===== src/rtl/id_stage.sv =====
// Instruction-decode stage: 32x32 register file, opcode decode, load-use stall, flush and HALT latch.
// Optional macro ID_WB_BYPASS_EN forwards same-edge writeback data into the ID/EX operand registers.
module id_stage #(
  parameter logic [31:0] REG_RESET_VAL = 32'h0
) (
  input  logic        clk2,
  input  logic        rst_n,
  input  logic [31:0] if_id_ir,
  input  logic [31:0] if_id_npc,
  input  logic        taken_branch,
  input  logic        halted,
  input  logic        wb_en,
  input  logic [4:0]  wb_addr,
  input  logic [31:0] wb_data,
  output logic        stall,
  output logic [31:0] id_ex_ir,
  output logic [31:0] id_ex_npc,
  output logic [31:0] id_ex_a,
  output logic [31:0] id_ex_b,
  output logic [31:0] id_ex_imm,
  output logic [2:0]  id_ex_type,
  output logic        id_ex_valid
);

  typedef enum logic [2:0] {
    TyRrAlu  = 3'b000,
    TyRmAlu  = 3'b001,
    TyLoad   = 3'b010,
    TyStore  = 3'b011,
    TyBranch = 3'b100,
    TyHalt   = 3'b101,
    TyNop    = 3'b110
  } instr_type_e;

  logic [31:0] rf_q [32];

  logic [31:0] id_ex_ir_q, id_ex_npc_q, id_ex_a_q, id_ex_b_q, id_ex_imm_q;
  instr_type_e id_ex_type_q;
  logic        id_ex_valid_q;
  logic        halt_seen_q;

  logic [5:0]  opcode;
  logic [4:0]  rs, rt, ex_rt;
  instr_type_e dec_type;
  logic        dec_valid;
  logic [31:0] rf_a, rf_b, rd_a, rd_b;
  logic        load_hz, bubble;

  assign opcode = if_id_ir[31:26];
  assign rs     = if_id_ir[25:21];
  assign rt     = if_id_ir[20:16];
  assign ex_rt  = id_ex_ir_q[20:16];

  always_comb begin
    dec_type  = TyNop;
    dec_valid = 1'b0;
    case (opcode)
      6'h00, 6'h01, 6'h02, 6'h03, 6'h04, 6'h05: begin
        dec_type  = TyRrAlu;
        dec_valid = 1'b1;
      end
      6'h0a, 6'h0b, 6'h0c: begin
        dec_type  = TyRmAlu;
        dec_valid = 1'b1;
      end
      6'h08: begin
        dec_type  = TyLoad;
        dec_valid = 1'b1;
      end
      6'h09: begin
        dec_type  = TyStore;
        dec_valid = 1'b1;
      end
      6'h0d, 6'h0e: begin
        dec_type  = TyBranch;
        dec_valid = 1'b1;
      end
      6'h3f: begin
        dec_type  = TyHalt;
        dec_valid = 1'b1;
      end
      default: begin
        dec_type  = TyNop;
        dec_valid = 1'b0;
      end
    endcase
  end

  assign rf_a = (rs == 5'd0) ? 32'h0 : rf_q[rs];
  assign rf_b = (rt == 5'd0) ? 32'h0 : rf_q[rt];

`ifdef ID_WB_BYPASS_EN
  assign rd_a = (wb_en && (wb_addr != 5'd0) && (wb_addr == rs)) ? wb_data : rf_a;
  assign rd_b = (wb_en && (wb_addr != 5'd0) && (wb_addr == rt)) ? wb_data : rf_b;
`else
  assign rd_a = rf_a;
  assign rd_b = rf_b;
`endif

  // rt of a consumer matters only where it is a source operand (RR ALU, store data).
  assign load_hz = id_ex_valid_q && (id_ex_type_q == TyLoad) && (ex_rt != 5'd0) &&
                   ((ex_rt == rs) ||
                    ((ex_rt == rt) && ((dec_type == TyRrAlu) || (dec_type == TyStore))));

  // A redirect discards the wrong-path instruction, so its hazard must not freeze fetch.
  assign stall  = load_hz && !halted && !taken_branch;
  assign bubble = taken_branch || load_hz || halt_seen_q;

  always_ff @(posedge clk2 or negedge rst_n) begin
    if (!rst_n) begin
      rf_q[0] <= 32'h0;
      for (int i = 1; i < 32; i++) begin
        rf_q[i] <= REG_RESET_VAL;
      end
    end else if (wb_en && !halted && (wb_addr != 5'd0)) begin
      rf_q[wb_addr] <= wb_data;
    end
  end

  always_ff @(posedge clk2 or negedge rst_n) begin
    if (!rst_n) begin
      id_ex_ir_q    <= 32'h0;
      id_ex_npc_q   <= 32'h0;
      id_ex_a_q     <= 32'h0;
      id_ex_b_q     <= 32'h0;
      id_ex_imm_q   <= 32'h0;
      id_ex_type_q  <= TyNop;
      id_ex_valid_q <= 1'b0;
      halt_seen_q   <= 1'b0;
    end else if (!halted) begin
      if (bubble) begin
        id_ex_ir_q    <= 32'h0;
        id_ex_npc_q   <= 32'h0;
        id_ex_a_q     <= 32'h0;
        id_ex_b_q     <= 32'h0;
        id_ex_imm_q   <= 32'h0;
        id_ex_type_q  <= TyNop;
        id_ex_valid_q <= 1'b0;
      end else begin
        id_ex_ir_q    <= if_id_ir;
        id_ex_npc_q   <= if_id_npc;
        id_ex_a_q     <= rd_a;
        id_ex_b_q     <= rd_b;
        id_ex_imm_q   <= {{16{if_id_ir[15]}}, if_id_ir[15:0]};
        id_ex_type_q  <= dec_type;
        id_ex_valid_q <= dec_valid;
        if (dec_type == TyHalt) begin
          halt_seen_q <= 1'b1;
        end
      end
    end
  end

  assign id_ex_ir    = id_ex_ir_q;
  assign id_ex_npc   = id_ex_npc_q;
  assign id_ex_a     = id_ex_a_q;
  assign id_ex_b     = id_ex_b_q;
  assign id_ex_imm   = id_ex_imm_q;
  assign id_ex_type  = id_ex_type_q;
  assign id_ex_valid = id_ex_valid_q;

endmodule


===== config.mk =====
export PLATFORM = sky130hd
export DESIGN_NAME = id_stage
export DESIGN_NICKNAME = d
export VERILOG_FILES = /design/src/rtl/id_stage.sv
export SDC_FILE = /design/constraint.sdc
export NUM_CORES = 2
export LEC_CHECK = 0
export CORE_MARGIN = 2
export CORE_UTILIZATION = 40
export CTS_BUF_LIST = sky130_fd_sc_hd__clkbuf_4
export CTS_CLUSTER_SIZE = 30
export DETAILED_ROUTE_END_ITERATION = 10
export SKIP_LAST_GASP = 1
export SLEW_MARGIN = 15
export SYNTH_ARGS = -nofsm -noshare
export SYNTH_HDL_FRONTEND = slang
export SYNTH_SLANG_ARGS = --single-unit

===== constraint.sdc =====
create_clock -name clk2 -period 2.6 [get_ports clk2]
set_clock_uncertainty 0.1 [all_clocks]
set_input_delay 0.52 -clock clk2 [delete_from_list [all_inputs] [get_ports clk2]]
set_output_delay 0.52 -clock clk2 [all_outputs]
set_load 0.1 [all_outputs]

After elaboration in Yosys (flattened, before gate mapping)

Memories as Yosys holds them, arrays and structs flattened.
Index checks and enable logic that the tools add are counted.

Memories: 1
Latch bits: 0
Bits in registers: 1189
Bits in read-only memories: 256
Bits in writable memories: 0
Output and inout bits: 165

Memory list:

| name            | words | bits a word | read ports | clocked after memory_dff | wr ports | line | text |
|---|---|---|---|---|---|---|---|
| (no name shown) | 64    | 4           | 1          | 0                        | 0        | 57   | `case (opcode)` |

Bitwise logic cells: 5
Reduce and logical (&&, ||, !) cells: 21
Shift operators: 0
Equality and inequality tests: 5
Add/subtract/negate cells: 0
Mux-type cells: 18
Multipliers: 0
Magnitude comparators: 4
Div/mod/pow operators: 0

Operators with widths:

| cell               | number |
|---|---|
| $bwmux 1024        | 1 |
| $mux 32            | 12 |
| $bmux 32 s5        | 2 |
| $demux 32 s5       | 1 |
| $ge 6x6->1 const B | 3 |
| $not 5->6          | 3 |
| $eq 5x5->1         | 2 |
| $logic_not 5->1    | 2 |
| $reduce_bool 5->1  | 2 |
| $logic_and 1x1->1  | 9 |
| $eq 3x2->1 const B | 2 |
| $lt 6x1->1 const B | 1 |
| $logic_or 1x1->1   | 4 |
| $eq 3x3->1 const B | 1 |
| $logic_not 3->1    | 1 |
| $mux 3             | 1 |
| $reduce_and 3->1   | 1 |
| $logic_not 1->1    | 2 |
| $not 1->1          | 2 |
| $mux 1             | 1 |

Longest topological paths before layout

An unclocked memory read counts as a cell.

Word-level depth: 10
Gate-level depth with buffers: 10
Depth with buffers taken out: 5

Least setup slack after synthesis

No wires, ideal clock.

Path kind: reg-to-output
Start: reg id_ex_ir_q[16], in the netlist id_ex_ir[16]
End: out stall
Path buffers: 0
Stages on the path, launching flop included: 6
Data arrival time: 3.703 ns
Required time: 1.980 ns
Slack: -1.723 ns
Path through: dfrtp_1 xnor2_1 nand4_1 o22ai_1 nand2_1 nor3_1

Longest elaborated chain between the ends: 6

Ends and longest elaborated chain:

| item                                | line | text |
|---|---|---|
| start: declaration                  | 37   | `logic [31:0] id_ex_ir_q, id_ex_npc_q, id_ex_a_q, id_ex_b_q, id_ex_imm_q;` |
| start signal: assignment            | 140  | `id_ex_ir_q <= if_id_ir;` |
| $eq 5x5->1                          | 103  | `((ex_rt == rt) && ((dec_type == TyRrAlu) \|\| (dec_type == TyStore))));` |
| $logic_and 1x1->1                   | 103  |  |
| $logic_or 1x1->1                    | 102  | `((ex_rt == rs) \|\|` |
| $logic_and 1x1->1 (*)               | 101  | `assign load_hz = id_ex_valid_q && (id_ex_type_q == TyLoad) && (ex_rt != 5'd0) &&` |
| $logic_and 1x1->1 (*) (2 in series) | 106  | `assign stall = load_hz && !halted && !taken_branch;` |
| end: declaration                    | 15   | `output logic stall,` |

Mark *: on every way between the ends. The rest lies on a longest branch, timed or not.

Worst setup path in the final report

Start: reg id_ex_ir_q[19], in the netlist id_ex_ir[19]
End: out stall

Same word-level chain as after synthesis.

==> reports/summary.txt <==
Fin crit share: 132.4%
Worst setup SP type: register
Post-synthesis instance area: 58970 µm²
Starting Density: 40.36%
Crit path buffers/inverters: 1
Top Family by Delay on Critical Path: flip-flops
Synth Area in Compound Gates: 5.907%
Simple-gate share of the synthesized area: 1.914%
Worst setup EP type: output port
Pre-CTS setup slack: -0.2563 ns
Worst Tran Pin Value: 0.8082 ns
Final non-filler cell total: 6679
RSZ-0062 raised after global routing: yes
Vias in the first global route: 42190
Total CTS buffers: 326
Syn nets: 4003
Worst Hold Class: input pin to register
Area share of the largest cell type after synthesis: 49.02%
Post-synth top cells: dfrtp_1, mux2_2, mux4_2
Detail Placement HPWL: 130400 µm
Initial antenna violation count: 5
Largest fanout on the critical path: 4
Area growth syn-to-layout: 24.85%
Yosys warns: 0
CTS tree: yes
Largest net degree at the start of global routing: 129
Outcome: finished, violations left
Slowest Stage Delay on Critical Path: 0.45 ns
Multiplexer area fraction after synthesis: 38.79%
Crit path kind: register to output port
Peak supply drop: 0.0004261 V
Worst skew pair latency: 1.31 ns
Core Rows: 140
Total gr overflow: 0
Final-stage net count: 4649
Die Wd: 388.0 µm
Upper clock frequency limit: 0.2905 GHz
IO Port Bufs: 270
Die ar.: 150500 µm²
NetSw: 14540 µW
Reg clk slew, reported paths: 0.06 ns
#FFs+latches synth: 1157
Hold Violations, Final: 0
Clock Tree Buf Depth: 4
ANT nets after route: 0
Pwr dens: 661.7 nW/µm²
Post-DP Area: 66690 µm²
I/O pin cnt: 271
Combinational power share: 20.9%
LEAKAGE: 0.03299 µW
Worst setup margin: -0.8423 ns
Initial DRT Pass Iterations: 6
Most frequent cell after synthesis: dfrtp_1
Final Cell Area: 73620 µm²
GRT Overall Usage: 27.17%
Clk root buf: clkbuf_4
Syn_area_per_cell: 15.13 µm²
Avg WL per Cell: 30.69 µm
Synth top area cells: dfrtp_1, mux2_2, mux4_2
CP required: 1.98 ns
Min Clock Period, post-route: 3.442 ns
Largest family of logic cells by synthesized area: multiplexers
Clk pwr share: 33.9%
Internal: 34170 µW
Reg power frac: 45.2%
Max-Cap Viols: 0
Htree depth: 5
DR DRC count: 0
Failing checks: setup timing
Number of flops mapped to enable cells by yosys: 0
CORE AREA: 146100 µm²
First-pass GRT wire length: 298900 µm
Slew Limit Headroom: 45.94%
RD Place Congestion: 0.8279
Final slew viol count: 0
Synth unique cells: 60
Number of DRC markers in iteration 0: 3589
Cell type with the largest total area after synthesis: dfrtp_1
Worst EP arrival: 2.82 ns
Placed cell count: 6006
Crit-path slowest cell: dfrtp_2
Cell count after synthesis: 3897
Xor and xnor area share after synthesis: 0.1485%
Async set-reset flop share out of synthesis: 100.0%
Total routed wirelength: 205000 µm
Seq/Total Area, Yosys: 49.10%
Die height: 388.0 µm
Via density: 6.134
DR vias: 40970
Most used DFF post-synth: dfrtp_1
Util after Layout: 50.39%
Final Setup Violations: 24
Post-Synth Adder-Cell Area: 0%
Crit path cell chain: xnor2_2, o211ai_1, o22ai_2, nand2_2, nor3_4, buf_12
Sw Ratio: 29.85%
Share of cells above drive strength 1: 57.04%
CTS sink count: 1157
state kept, by name, indices dropped and copies added (netlist names):
signal,cells
halt_seen_q,1
id_ex_a,32
id_ex_b,32
id_ex_ir,32
id_ex_npc,32
id_ex_type,3
id_ex_valid,1
rf_q,1024
placed cells by master (no fill, tap or decap), types with 35 or more instances in the layout:
master,instances
mux2i_1,98
mux4_2,471
clkinv_1,48
a22o_1,89
dfrtp_2,66
nand2_1,68
o22ai_1,154
clkbuf_4,478
buf_4,268
buf_6,35
mux2_2,974
clkdlybuf4s50_1,96
dlygate4sd3_1,84
a21oi_1,54
dfrtp_1,1089
buf_12,292
metrics by stage:
| step | power (µW) | hold slack (ns) | TNS (ns) |
|---|---|---|---|
| CTS | 49060 | 0.001711 | -7.628 |
| finish | 48710 | 0.1208 | -2.291 |
| floorplan | 28460 | 0.1244 | -0.2243 |
| global placement | 31470 | 0.2763 | -51.82 |
| detailed placement | 31720 | 0.2833 | -60.80 |
| global route | 50910 | 0.04378 | -7.082 |
routing by layer:
| layer | global-route usage, % | vias up | routed length, µm |
|---|---|---|---|
| met4 | 8.603 | 0 | 5643 |
| met2 | 41.91 | 1820 | 95310 |
| li1 | - | 16640 | - |
| met5 | 0 | - | 0 |
| met1 | 38.45 | 22190 | 88220 |
| met3 | 5.791 | 318 | 15810 |
area by class of cell:
type | instances | area, µm²
clock inverters | 63 | 330.3
multi-input cells | 2262 | 27890
inverters | 2 | 7.507
repair buffers | 794 | 10350
fillers | 12470 | 72470
clock buffers | 478 | 3588
flip-flops and latches | 1157 | 29040
diodes | 6 | 15.01
well taps | 1917 | 2399
tightest hold or removal path: stages:
cell             delay (ns)
clkdlybuf4s50_1        0.41
buf_4                  0.23
mux2_2                 0.29
path summary, 6_finish.rpt:
kind                       cells after the start           to  slack [ns]    startpoint
hold reg to reg                                0   rf_q[1020]        0.30    rf_q[1020]
setup / recovery                               6        stall       -0.84  id_ex_ir[19]
hold / removal                                 3    rf_q[824]        0.12   wb_data[24]
setup reg to reg                               7  id_ex_b[20]        0.27  id_ex_ir[17]
min in group asynchronous                      4    rf_q[116]        0.24         rst_n
max in group asynchronous                      5  id_ex_b[27]        1.11         rst_n
what timing repair did:
action	CTS	global route
setup buffers	32	9
gates resized for setup	473	12
pin swaps	1	1
endpoints found under the hold margin	1366	0
setup endpoints to repair	165	90
hold buffers	86	0
cell families (layout without fill, tap and decap cells):
group                  after synthesis  in the layout
other                                0              6
XOR/XNOR                            10             10
multiplexers                      1571           1571
AO/OA/AOI/OAI                      470            470
AND/OR/NAND/NOR                    211            211
flip-flops                        1157           1157
buffers and inverters              478           1337
power groups by stage:
stage	clock (µW)	sequential [µW]	combinational [µW]
finish	16500	22000	10200
CTS	16900	21900	10200
global route	17900	22300	10700
global placement	0	22000	9430
detailed placement	0	22200	9540
floorplan	0	22800	5680
Note: power is estimated with default switching activity, not from simulation.
